<file path="config.mk">
export PLATFORM = sky130hd
export DESIGN_NAME = inst_encoder
export DESIGN_NICKNAME = d
export VERILOG_FILES = /design/src/rtl/inst_encoder.sv
export SDC_FILE = /design/constraint.sdc
export NUM_CORES = 1
export LEC_CHECK = 0
export ABC_CLOCK_PERIOD_IN_PS = 2200
export BUFFER_PORTS_ARGS = -buffer_cell sky130_fd_sc_hd__buf_2
export CAP_MARGIN = 20
export CORE_UTILIZATION = 30
export CTS_CLUSTER_DIAMETER = 200
export DETAILED_ROUTE_END_ITERATION = 8
export HOLD_SLACK_MARGIN = 0.05
export SETUP_SLACK_MARGIN = 0.05
export SLEW_MARGIN = 30
export SYNTH_ARGS = -nofsm -noshare
export SYNTH_HDL_FRONTEND = slang
export SYNTH_SLANG_ARGS = --single-unit
</file>
<file path="constraint.sdc">
create_clock -name i_clk -period 2.2 [get_ports i_clk]
set_input_delay 0.11 -clock i_clk [delete_from_list [all_inputs] [get_ports i_clk]]
set_output_delay 0.11 -clock i_clk [all_outputs]
set_load 0.05 [all_outputs]
</file>
<file path="src/rtl/inst_encoder.sv">
// ---------------------------------------------------------------------------
// inst_encoder
//   Packs RV32I instruction fields into a 32-bit instruction word and buffers
//   the result in a 2-entry FIFO with valid/ready handshakes on both sides.
//   A request whose format select is not one-hot is replaced by a NOP
//   (addi x0,x0,0) and raises a sticky error flag.
//
//   Optional feature (macro INST_ENCODER_RANGE_CHECK_EN):
//     when defined, the immediate is range-checked against its format on
//     acceptance; an out-of-range immediate also yields a NOP and sets o_err.
//     When undefined, immediates are truncated silently.
//
// Ports
//   i_clk, i_rst_n      clock (rising edge), async active-low reset
//   i_valid / o_ready   request handshake
//   i_fmt               one-hot format: [0]R [1]I [2]S [3]B [4]U [5]J
//   i_opcode, i_funct3, i_funct7, i_rd, i_rs1, i_rs2, i_imm   request fields
//   o_valid / i_ready   encoded-word handshake
//   o_inst              FIFO head (encoded instruction word)
//   o_level             FIFO occupancy 0..2
//   o_err               sticky encode error, cleared only by reset
// ---------------------------------------------------------------------------
module inst_encoder (
    input  logic        i_clk,
    input  logic        i_rst_n,
    input  logic        i_valid,
    output logic        o_ready,
    input  logic [5:0]  i_fmt,
    input  logic [6:0]  i_opcode,
    input  logic [2:0]  i_funct3,
    input  logic [6:0]  i_funct7,
    input  logic [4:0]  i_rd,
    input  logic [4:0]  i_rs1,
    input  logic [4:0]  i_rs2,
    input  logic [31:0] i_imm,
    output logic        o_valid,
    input  logic        i_ready,
    output logic [31:0] o_inst,
    output logic [1:0]  o_level,
    output logic        o_err
);

    localparam logic [31:0] NOP = 32'h0000_0013;

    typedef enum logic [1:0] {
        EMPTY = 2'd0,
        ONE   = 2'd1,
        FULL  = 2'd2
    } level_e;

    // -----------------------------------------------------------------------
    // Encoder (combinational)
    // -----------------------------------------------------------------------
    logic        fmt_onehot;
    logic        is_shift;
    logic        range_ok;
    logic [31:0] packed_word;
    logic [31:0] enc_word;
    logic        enc_err;

    always_comb begin
        fmt_onehot = (i_fmt != 6'd0) && ((i_fmt & (i_fmt - 6'd1)) == 6'd0);
        // Immediate shifts reuse the I format but carry funct7 in imm[11:5].
        is_shift   = (i_opcode == 7'b0010011) &&
                     ((i_funct3 == 3'b001) || (i_funct3 == 3'b101));

        packed_word = NOP;
        if (i_fmt[0]) begin
            packed_word = {i_funct7, i_rs2, i_rs1, i_funct3, i_rd, i_opcode};
        end else if (i_fmt[1]) begin
            if (is_shift) begin
                packed_word = {i_funct7, i_imm[4:0], i_rs1, i_funct3, i_rd, i_opcode};
            end else begin
                packed_word = {i_imm[11:0], i_rs1, i_funct3, i_rd, i_opcode};
            end
        end else if (i_fmt[2]) begin
            packed_word = {i_imm[11:5], i_rs2, i_rs1, i_funct3, i_imm[4:0], i_opcode};
        end else if (i_fmt[3]) begin
            packed_word = {i_imm[12], i_imm[10:5], i_rs2, i_rs1, i_funct3,
                           i_imm[4:1], i_imm[11], i_opcode};
        end else if (i_fmt[4]) begin
            packed_word = {i_imm[31:12], i_rd, i_opcode};
        end else if (i_fmt[5]) begin
            packed_word = {i_imm[20], i_imm[10:1], i_imm[11], i_imm[19:12],
                           i_rd, i_opcode};
        end

`ifdef INST_ENCODER_RANGE_CHECK_EN
        // A value fits in N signed bits when bits [31:N-1] are all equal.
        range_ok = 1'b1;
        if (i_fmt[1] || i_fmt[2]) begin
            if (i_fmt[1] && is_shift) begin
                range_ok = ~|i_imm[31:5];
            end else begin
                range_ok = (&i_imm[31:11]) | (~|i_imm[31:11]);
            end
        end else if (i_fmt[3]) begin
            range_ok = ((&i_imm[31:12]) | (~|i_imm[31:12])) & ~i_imm[0];
        end else if (i_fmt[5]) begin
            range_ok = ((&i_imm[31:20]) | (~|i_imm[31:20])) & ~i_imm[0];
        end else if (i_fmt[4]) begin
            range_ok = ~|i_imm[11:0];
        end
`else
        range_ok = 1'b1;
`endif

        enc_err  = !(fmt_onehot && range_ok);
        enc_word = enc_err ? NOP : packed_word;
    end

    // -----------------------------------------------------------------------
    // 2-entry FIFO, level tracked as a three-state FSM
    // -----------------------------------------------------------------------
    level_e      state_q, state_d;
    logic        wr_ptr_q, wr_ptr_d;
    logic        rd_ptr_q, rd_ptr_d;
    logic [31:0] mem_q [2];
    logic [31:0] mem_d [2];
    logic        err_q, err_d;
    logic        push, pop;

    // Ready comes from registered state only, so i_ready never reaches o_ready.
    assign o_ready = (state_q != FULL);
    assign o_valid = (state_q != EMPTY);
    assign o_level = state_q;
    assign o_err   = err_q;
    assign o_inst  = o_valid ? mem_q[rd_ptr_q] : 32'd0;

    assign push = i_valid && o_ready;
    assign pop  = o_valid && i_ready;

    always_comb begin
        state_d  = state_q;
        wr_ptr_d = wr_ptr_q;
        rd_ptr_d = rd_ptr_q;
        mem_d    = mem_q;
        err_d    = err_q;

        if (push) begin
            mem_d[wr_ptr_q] = enc_word;
            wr_ptr_d        = wr_ptr_q + 1'b1;
            if (enc_err) begin
                err_d = 1'b1;
            end
        end
        if (pop) begin
            rd_ptr_d = rd_ptr_q + 1'b1;
        end

        unique case (state_q)
            EMPTY:   if (push)         state_d = ONE;
            ONE:     if (push && !pop) state_d = FULL;
                     else if (!push && pop) state_d = EMPTY;
            FULL:    if (pop)          state_d = ONE;
            default:                   state_d = EMPTY;
        endcase
    end

    always_ff @(posedge i_clk or negedge i_rst_n) begin
        if (!i_rst_n) begin
            state_q  <= EMPTY;
            wr_ptr_q <= 1'b0;
            rd_ptr_q <= 1'b0;
            mem_q[0] <= 32'd0;
            mem_q[1] <= 32'd0;
            err_q    <= 1'b0;
        end else begin
            state_q  <= state_d;
            wr_ptr_q <= wr_ptr_d;
            rd_ptr_q <= rd_ptr_d;
            mem_q    <= mem_d;
            err_q    <= err_d;
        end
    end

endmodule

</file>
==> out/qor.txt, run 1 <==
Clock Sinks: 69
Crit-path slowest cell: dfrtp_2
period utilisation layout: 88.0%
YS warnings: 0
Synth async-reset ratio: 100%
Post-CTS Resized: 0
status: finished, final reports clean
Fillers: 1244
largest net degree at the start of global routing: 37
CTS tree: built
Synth Register Bits: 69
# DRC: 0
gr busiest metal: met2
# IOs: 111
die area: 13200 um^2
Die H: 115 um
clk_lat worst skew: 330 ps
count leader, synth: dfrtp_1
leading area contributor after synthesis: dfrtp_1
Tightest Pin Transition: 763 ps
sequential cell area fraction in the yosys report: 45.2%
PortBufs: 110
Inst Count DP: 665
R2R cell count: 4
GR Layer Usage met2: 29.4%
first-pass GRT wire length: 18800 um
Tmin final: 1940 ps
Worst EP arrival: 1830 ps
Largest stage delay, worst path: 680 ps
Setup Skew: 5.07 ps
unique cell type count in the Yosys netlist: 48
core area: 12200 um^2
CP cell instances: buf_12 -> mux2i_1 -> nor2_1 -> buf_2
global route overflow: 0
Synth Flop Type: dfrtp_1
Worst-path clk slew: 60 ps
vias in the first global route: 3615
Top delay family on crit path: flip-flops
Final Hold Viols: 0
final setup violation count: 0
CP Data Required Time: 2090 ps
Via density: 5.04
reg2reg end: mem_q[11]$_DFFE_PN0P_
hpwl dp: 8690 um
hold path cells: 3
HP Class: in -> reg
critical path class: reg -> out
CP Launch Type: flip-flop
synth cell count leaders: 69 x dfrtp_1, 57 x nor2_1, 50 x nand2_1
setup TNS: 0 ps
worst reg2reg setup slack: 360 ps
CTS Buf Count: 9
Row Count: 40
share of the synthesized area in the top cell type: 45.2%
routing usage on met1: 25.5%
initial core utilization: 31.3%
Routed Antenna Nets: 0
instance count on the critical path: 4
Post-Synthesis Cells: 399
initial antenna violation count: 0
fmax: 516 MHz
# nets final: 584
Critical path buffers and inverters: 2
die width: 115 um
Max Cap Viol: 0
Post-Syn Nets: 473
Reg area: 1730 um^2
Hold Path Sink: mem_q[37]$_DFFE_PN0P_
P_leak: 2.49 nW
PD cells: 911 nW/um^2
Diodes inserted: 0
EDFF count, synth: 0
Post-Syn Area: 3820 um^2
Root Buffer: clkbuf_16
synth top area cells: dfrtp_1 45%, mux2i_1 8.7%, mux2_2 7.7%, nor2_1 5.6%, nand2_1 4.9%
H-tree levels: 3
Syn Area/Cell: 9.57 um^2
share of post-route cells with drive strength above 1: 34.8%
CP max FO: 19
Area Growth Syn to Fin: 28.3%
Reg2Reg Launch Point: o_level[0]$_DFFE_PN0P_
RSZ-0062 raised after global routing: false
initial drt markers: 218
Max Slew Vio Count: 0
Placer Congestion: 0.861
Peak supply drop: 0.322 mV
WL per Instance: 16.8 um
Finished Layout Cells: 683
M3 GR Usage: 3.80%
clock buffer depth: 2
drt total wl: 11500 um
slew margin rel.: 48.7%
hold_ws: 64.1 ps
GRT Resource Usage Total: 18.5%
Hold Startpoint: i_opcode[5]
routed via count: 3442
DRT Pass-1 Iters: 4
multi-input combinational cell area: 1970 um^2
critical path capture point type: primary output
==> power by group <==
part           leakage, nW  internal, mW  switching, mW
registers            0.923          1.44          0.168
clock network        0.141         0.877          0.531
logic                 1.43         0.528          0.915
total                 2.49          2.85           1.61
==> repair_timing <==
item / 4_1_cts / 5_1_grt
hold endpoints to repair: 13 / 0
hold buffers: 2 / 0
setup endpoints to repair: 0 / 0
buffers inserted: 0 / 0
==> worst max-delay path by stage <==
stage | start | to | slack [ps]
2_1_floorplan | o_level[0]$_DFFE_PN0P_ | mem_q[16]$_DFFE_PN0P_ | 140
3_3_place_gp | o_level[0]$_DFFE_PN0P_ | mem_q[40]$_DFFE_PN0P_ | 460
3_5_place_dp | o_level[0]$_DFFE_PN0P_ | mem_q[11]$_DFFE_PN0P_ | 390
4_1_cts | rd_ptr_q$_DFFE_PN0P_ | o_inst[7] | 210
5_1_grt | rd_ptr_q$_DFFE_PN0P_ | o_inst[4] | 140
6_report | rd_ptr_q$_DFFE_PN0P_ | o_inst[7] | 260
==> cell families (layout without fill, tap and decap cells) <==
kind of cell / count (synthesis) / after routing / synth area share, %
buf+inv: 31 / 147 / 3.57
simple gates: 146 / 146 / 17.3
compound gates: 91 / 91 / 16.9
mux: 59 / 59 / 16.3
xor+xnor: 3 / 3 / 0.688
flops: 69 / 69 / 45.2
==> flip-flops by register name, indices dropped and copies added, names as in the netlist <==
register,count
mem_q,64
o_level,2
o_err,1
rd_ptr_q,1
wr_ptr_q,1
==> layer usage <==
layer | routed length [um] | vias up | share of wire [%]
li1 | - | 1650 | -
met1 | 5360 | 1660 | 47
met2 | 5230 | 117 | 46
met3 | 695 | 15 | 6.1
met4 | 200 | 0 | 1.7
met5 | 0 | - | 0
==> cell usage in the layout (no fill, tap or decap), types with 2 or more instances in the layout <==
master,n
a21o_1,2
a21oi_1,16
a221oi_1,6
a22o_1,11
a22oi_1,9
buf_2,110
buf_4,13
clkbuf_1,3
clkbuf_16,9
clkinv_2,2
dfrtp_1,66
dfrtp_2,3
dlygate4sd3_1,2
inv_1,5
mux2_2,26
mux2i_1,33
nand2_1,50
nand2b_1,4
nand3_1,10
nand3b_1,2
nor2_1,56
nor2_2,2
nor2b_1,2
nor3_1,5
nor4b_1,2
o211a_1,4
o21ai_0,20
o31ai_1,10
or2_2,3
xnor2_1,2
==> tightest hold or removal path, cell delays in order <==
cell and delay (ps):
buf_2 110, nand2_1 60, o21ai_0 70
==> per-stage QoR <==
| stage | power, mW | area, um^2 | setup WS (ps) | util [%] |
|---|---|---|---|---|
| 6_report | 4.46 | 4900 | 264 | 40.1 |
| 5_1_grt | 4.70 | 4900 | 145 | 40.1 |
| 4_1_cts | 4.49 | 4900 | 211 | 40.1 |
| 3_5_place_dp | 3.09 | 4590 | 388 | 37.6 |
| 3_3_place_gp | 3.07 | 4590 | 461 | 37.6 |
| 2_1_floorplan | 2.62 | 3820 | 137 | - |
==> area by class of cell <==
class                           count  share of cell area, %
Tap cell                          168                   4.29
Timing Repair Buffer              126                   14.0
Inverter                            5                  0.383
Sequential cell                    69                   35.3
Clock buffer                       12                   4.83
Clock inverter                      4                  0.996
Multi-Input combinational cell    299                   40.1
Power figures use the tool's default switching activity.
==> run 2: changes to the inputs <==
==> constraint.sdc (replaced) <==
create_clock -name i_clk -period 2.2 [get_ports i_clk]
set_input_delay 0.22 -clock i_clk [delete_from_list [all_inputs] [get_ports i_clk]]
set_output_delay 0.22 -clock i_clk [all_outputs]
set_load 0.05 [all_outputs]
==> out/qor.txt, run 2 (same netlist as run 1, synthesis figures left out) <==
CTS Buf Count: 9 (unchanged)
die area: 13200 um^2 (unchanged)
commonest non-fill, non-tap cells in the layout: 110 x buf_2, 66 x dfrtp_1, 56 x nor2_1
Max Cap Viol: 0 (unchanged)
met2 wire len: 5200 um (-0.65%)
Largest Register: mem_q
commonest non-fill, non-tap cell in the layout: buf_2
Tmin final: 1850 ps (-86.7 ps)
Inst Count DP: 667 (+0.30%)
Setup Buffers After CTS: 0 (unchanged)
Met3 Routed Length: 684 um (-1.6%)
design area: 4990 um^2 (+1.9%)
initial drt markers: 205 (-6.0%)
total power draw: 4.78 mW (+7.1%)
Fillers: 1270 (+2.1%)
DRT Pass-1 Iters: 5 (+1)
Via density: 5.06 (+0.32%)
Diodes inserted: 0 (unchanged)
# IOs: 111 (unchanged)
period utilisation layout: 84.1% (-3.9 points)
number of flip-flops in the largest register: 64 (unchanged)
routed via count: 3458 (+0.46%)
# DRC: 0 (unchanged)
Placer Congestion: 0.827 (-3.9%)
Worst EP arrival: 2080 ps (+250 ps)
clock buffer depth: 2 (unchanged)
global route overflow: 0 (unchanged)
critical path class: reg -> reg
status: finished, final reports clean
multi-input combinational cell area: 1970 um^2 (unchanged)
core area: 12200 um^2 (unchanged)
setup TNS: 0 ps (unchanged)
M1 wire length: 5350 um (about the same)
setup ws final: 350 ps (+86.7 ps)
PortBufs: 110 (unchanged)
fmax: 541 MHz (+4.7%)
Post-CTS Resized: 0 (unchanged)
slew margin rel.: 51.7% (+3.0 points)
Reg area: 1730 um^2 (unchanged)
Tightest Pin Transition: 719 ps (-44.5 ps)
Final Util: 40.9% (+0.75 points)
CTS tree: built
Max Slew Vio Count: 0 (unchanged)
H-tree levels: 3 (unchanged)
Finished Layout Cells: 684 (+0.15%)
Place WS: 254 ps (-134 ps)
Row Count: 40 (unchanged)
Routed Antenna Nets: 0 (unchanged)
drt total wl: 11400 um (-1.1%)
GRT Resource Usage Total: 17.7% (-0.82 points)
HP Class: in -> reg
hold_ws: 85.6 ps (+21.6 ps)
CP max FO: 25 (+6)
initial core utilization: 31.3% (unchanged)
Peak supply drop: 0.426 mV (+32%)
vias in the first global route: 3355 (-7.2%)
Worst-path clk slew: 60 ps (about the same)
top layer in use: met4
Root Buffer: clkbuf_16
critical path capture point type: flip-flop
share of post-route cells with drive strength above 1: 35.7% (+0.90 points)
clk_lat worst skew: 320 ps (about the same)
hpwl dp: 8550 um (-1.6%)
# nets final: 585 (+0.17%)
CP Data Required Time: 2430 ps (+340 ps)
Hold-fix buffers, CTS: 1 (-1)
initial antenna violation count: 0 (unchanged)
Die H: 115 um (unchanged)
largest net degree at the start of global routing: 70 (+89%)
Clock Sinks: 69 (unchanged)
first-pass GRT wire length: 17900 um (-4.4%)
WL per Instance: 16.6 um (-1.2%)
CP Launch Type: flip-flop
area post-placement: 4620 um^2 (+0.60%)
final setup violation count: 0 (unchanged)
Setup Skew: 5.13 ps (+0.0561 ps)
PD cells: 958 nW/um^2 (+5.2%)
Final Hold Viols: 0 (unchanged)
Area Growth Syn to Fin: 30.7%
RSZ-0062 raised after global routing: false
die width: 115 um (unchanged)
P_leak: 2.53 nW (+1.7%)
==> run 2: final cells by class <==
cell class	count	share of cell area (%)
timing repair buffer	127	14.1
tap	168	4.21
inverter	5	0.376
sequential	69	34.7
clock buffer	11	5.07
multi-input combinational	299	39.4
clock inverter	5	2.13
==> run 2: final timing paths <==
check                           cells past startpoint  slack (ps)                   start                endpoint
max in group asynchronous                           3        1440                 i_rst_n  o_level[1]$_DFFE_PN0P_
min in group asynchronous                           3         460                 i_rst_n   mem_q[33]$_DFFE_PN0P_
worst max-delay path                                4         350  o_level[0]$_DFFE_PN0P_    mem_q[7]$_DFFE_PN0P_
worst min register to register                      1         470       o_err$_DFFE_PN0P_       o_err$_DFFE_PN0P_
worst min-delay path                                2          90                 i_ready  o_level[1]$_DFFE_PN0P_
worst max register to register                      4         350  o_level[0]$_DFFE_PN0P_    mem_q[7]$_DFFE_PN0P_
==> run 2: per-layer routing <==
layer | up-vias | global-route usage (%)
li1 | 1652 | -
met2 | 117 | 28.3
met5 | - | 0
met3 | 10 | 3.37
met4 | 0 | 4.24
met1 | 1679 | 24.8
==> run 2: where the power goes <==
part | switching, mW | internal [mW] | leakage, nW
clock | 0.526 | 1.17 | 0.172
combinational | 0.994 | 0.542 | 1.44
sequential | 0.104 | 1.45 | 0.923
==> run 2: worst max-delay path: stages (launching register included) <==
cell      delay (ps)
dfrtp_2          390
nand2b_2         170
nand3_2          510
buf_4            410
o31ai_1          260
==> run 3: changes to the inputs <==
ABC_CLOCK_PERIOD_IN_PS = 1900   (was 2200)
clock period = 1.9 ns   (was 2.2 ns; I/O delays follow)
==> out/qor.txt, run 3 (same netlist as run 1, synthesis figures left out) <==
CTS tree: built
Placer Congestion: 0.880 (+6.3%)
Max Cap Viol: 0 (unchanged)
# IOs: 111 (unchanged)
Peak supply drop: 0.516 mV (+21%)
global route overflow: 0 (unchanged)
# DRC: 0 (unchanged)
Largest stage delay, worst path: 390 ps (-120 ps)
Root Buffer: clkbuf_16
Post-CTS Resized: 0 (unchanged)
initial antenna violation count: 0 (unchanged)
CP Launch Type: flip-flop
CTS Buf Count: 9 (unchanged)
RSZ-0062 raised after global routing: false
number of flip-flops in the largest register: 64 (unchanged)
Clock Sinks: 69 (unchanged)
Diodes inserted: 0 (unchanged)
setup TNS: 0 ps (unchanged)
CP max FO: 13 (-48%)
Setup Buffers After CTS: 0 (unchanged)
Die H: 115 um (unchanged)
Tmin final: 1730 ps
HP Class: in -> reg
die width: 115 um (unchanged)
routed via count: 3523 (+1.9%)
core area: 12200 um^2 (unchanged)
die area: 13200 um^2 (unchanged)
commonest non-fill, non-tap cell in the layout: buf_2
Area Growth Syn to Fin: 31.3%
drt total wl: 11500 um (+1.4%)
Tightest Pin Transition: 524 ps (-195 ps)
Via density: 5.12 (+1.3%)
routing usage on met1: 24.9% (+0.066 points)
Hold-fix buffers, CTS: 2 (+1)
Finished Layout Cells: 688 (+0.58%)
largest net degree at the start of global routing: 49 (-30%)
Final Hold Viols: 0 (unchanged)
period utilisation layout: 91.3%
total power draw: 5.29 mW (+11%)
gr busiest metal: met2
hpwl dp: 8730 um (+2.2%)
initial drt markers: 174 (-15%)
DRT Pass-1 Iters: 5 (unchanged)
# nets final: 589 (+0.68%)
P_leak: 2.53 nW (-0.21%)
Routed Antenna Nets: 0 (unchanged)
status: finished, final reports clean
Setup Skew: 6.94 ps (+1.81 ps)
fmax: 577 MHz
CP cell instances: buf_4 -> mux2i_1 -> nor2_1 -> buf_2
clock buffer depth: 2 (unchanged)
critical path class: reg -> out
vias in the first global route: 3548 (+5.8%)
commonest non-fill, non-tap cells in the layout: 110 x buf_2, 66 x dfrtp_1, 49 x nand2_1
area post-placement: 4690 um^2 (+1.5%)
clk_lat worst skew: 330 ps (about the same)
design area: 5010 um^2 (+0.45%)
PD cells: 1060 nW/um^2 (+10%)
Final Util: 41.0% (+0.18 points)
critical path capture point type: primary output
final setup violation count: 0 (unchanged)
Max Slew Vio Count: 0 (unchanged)
Largest Register: mem_q
Crit-path slowest cell: dfrtp_2
WL per Instance: 16.8 um (+0.82%)
Worst EP arrival: 1540 ps (-540 ps)
PortBufs: 110 (unchanged)
H-tree levels: 3 (unchanged)
Row Count: 40 (unchanged)
initial core utilization: 31.3% (unchanged)
first-pass GRT wire length: 18400 um (+2.5%)
Fillers: 1263 (-0.55%)
GR Layer Usage met2: 29.0% (+0.65 points)
CP Data Required Time: 1710 ps (-720 ps)
Top delay family on crit path: buffers and inverters
Critical path buffers and inverters: 2 (+1)
Worst-path clk slew: 60 ps (about the same)
share of post-route cells with drive strength above 1: 38.3% (+2.6 points)
Inst Count DP: 670 (+0.45%)
slew margin rel.: 65.1% (+13 points)
GRT Resource Usage Total: 18.1% (+0.37 points)
M3 GR Usage: 3.37% (unchanged)
run 3: cell types whose count changed in the layout (fill, tap and decap cells not counted), moves of 2 or more:
cell,before,now
clkinvlp_4,1,3
nor2_1,56,45
bufinv_16,3,1
nor2_2,2,13
buf_4,14,16
clkinv_2,0,2
run 3: worst register-to-register path, delay by kind of cell (launching register included):
kind,cells,cell delay (ps)
simple gates,3,710
flops,1,400
buf+inv,1,230
compound gates,1,230
run 3: cell type report:
| class | instances | area [um^2] | area share (%) |
|---|---|---|---|
| clock buffer | 10 | 239 | 4.77 |
| multi-input combinational | 299 | 2000 | 39.9 |
| tap | 168 | 210 | 4.19 |
| timing repair buffer | 131 | 751 | 15.0 |
| inverter | 5 | 18.8 | 0.374 |
| sequential | 69 | 1730 | 34.5 |
| clock inverter | 6 | 62.6 | 1.25 |
run 3: path summary, 6_finish.rpt:
check                           depth (start not counted)               endpoint                   start  slack [ps]
max in group asynchronous                               3  mem_q[25]$_DFFE_PN0P_                 i_rst_n         860
worst max register to register                          5  mem_q[43]$_DFFE_PN0P_  o_level[0]$_DFFE_PN0P_         230
worst max-delay path                                    4              o_inst[4]    rd_ptr_q$_DFFE_PN0P_         170
min in group asynchronous                               2  mem_q[38]$_DFFE_PN0P_                 i_rst_n         380
worst min-delay path                                    3   mem_q[5]$_DFFE_PN0P_             i_opcode[5]         150
worst min register to register                          2  mem_q[32]$_DFFE_PN0P_   mem_q[32]$_DFFE_PN0P_         480
run 3: stage by stage:
| stage | worst slack [ps] | hold slack (ps) |
|---|---|---|
| after floorplan | 58.0 | -106 |
| after global placement | 156 | 198 |
| after detailed placement | 54.9 | 204 |
| after CTS | 147 | 143 |
| after global routing | 95.8 | 169 |
| final | 166 | 154 |
run 3: power by group:
part           internal (mW)  switching, mW  total (mW)
clock network           1.05          0.635        1.68
logic                  0.646           1.17        1.81
registers               1.67          0.122        1.80
total                   3.37           1.92        5.29
run 3: metal layers:
metal	share of wire, %	vias to the layer above
met5	0	-
met4	1.8	0
met3	5.9	16
met2	46	138
met1	46	1704
li1	-	1665
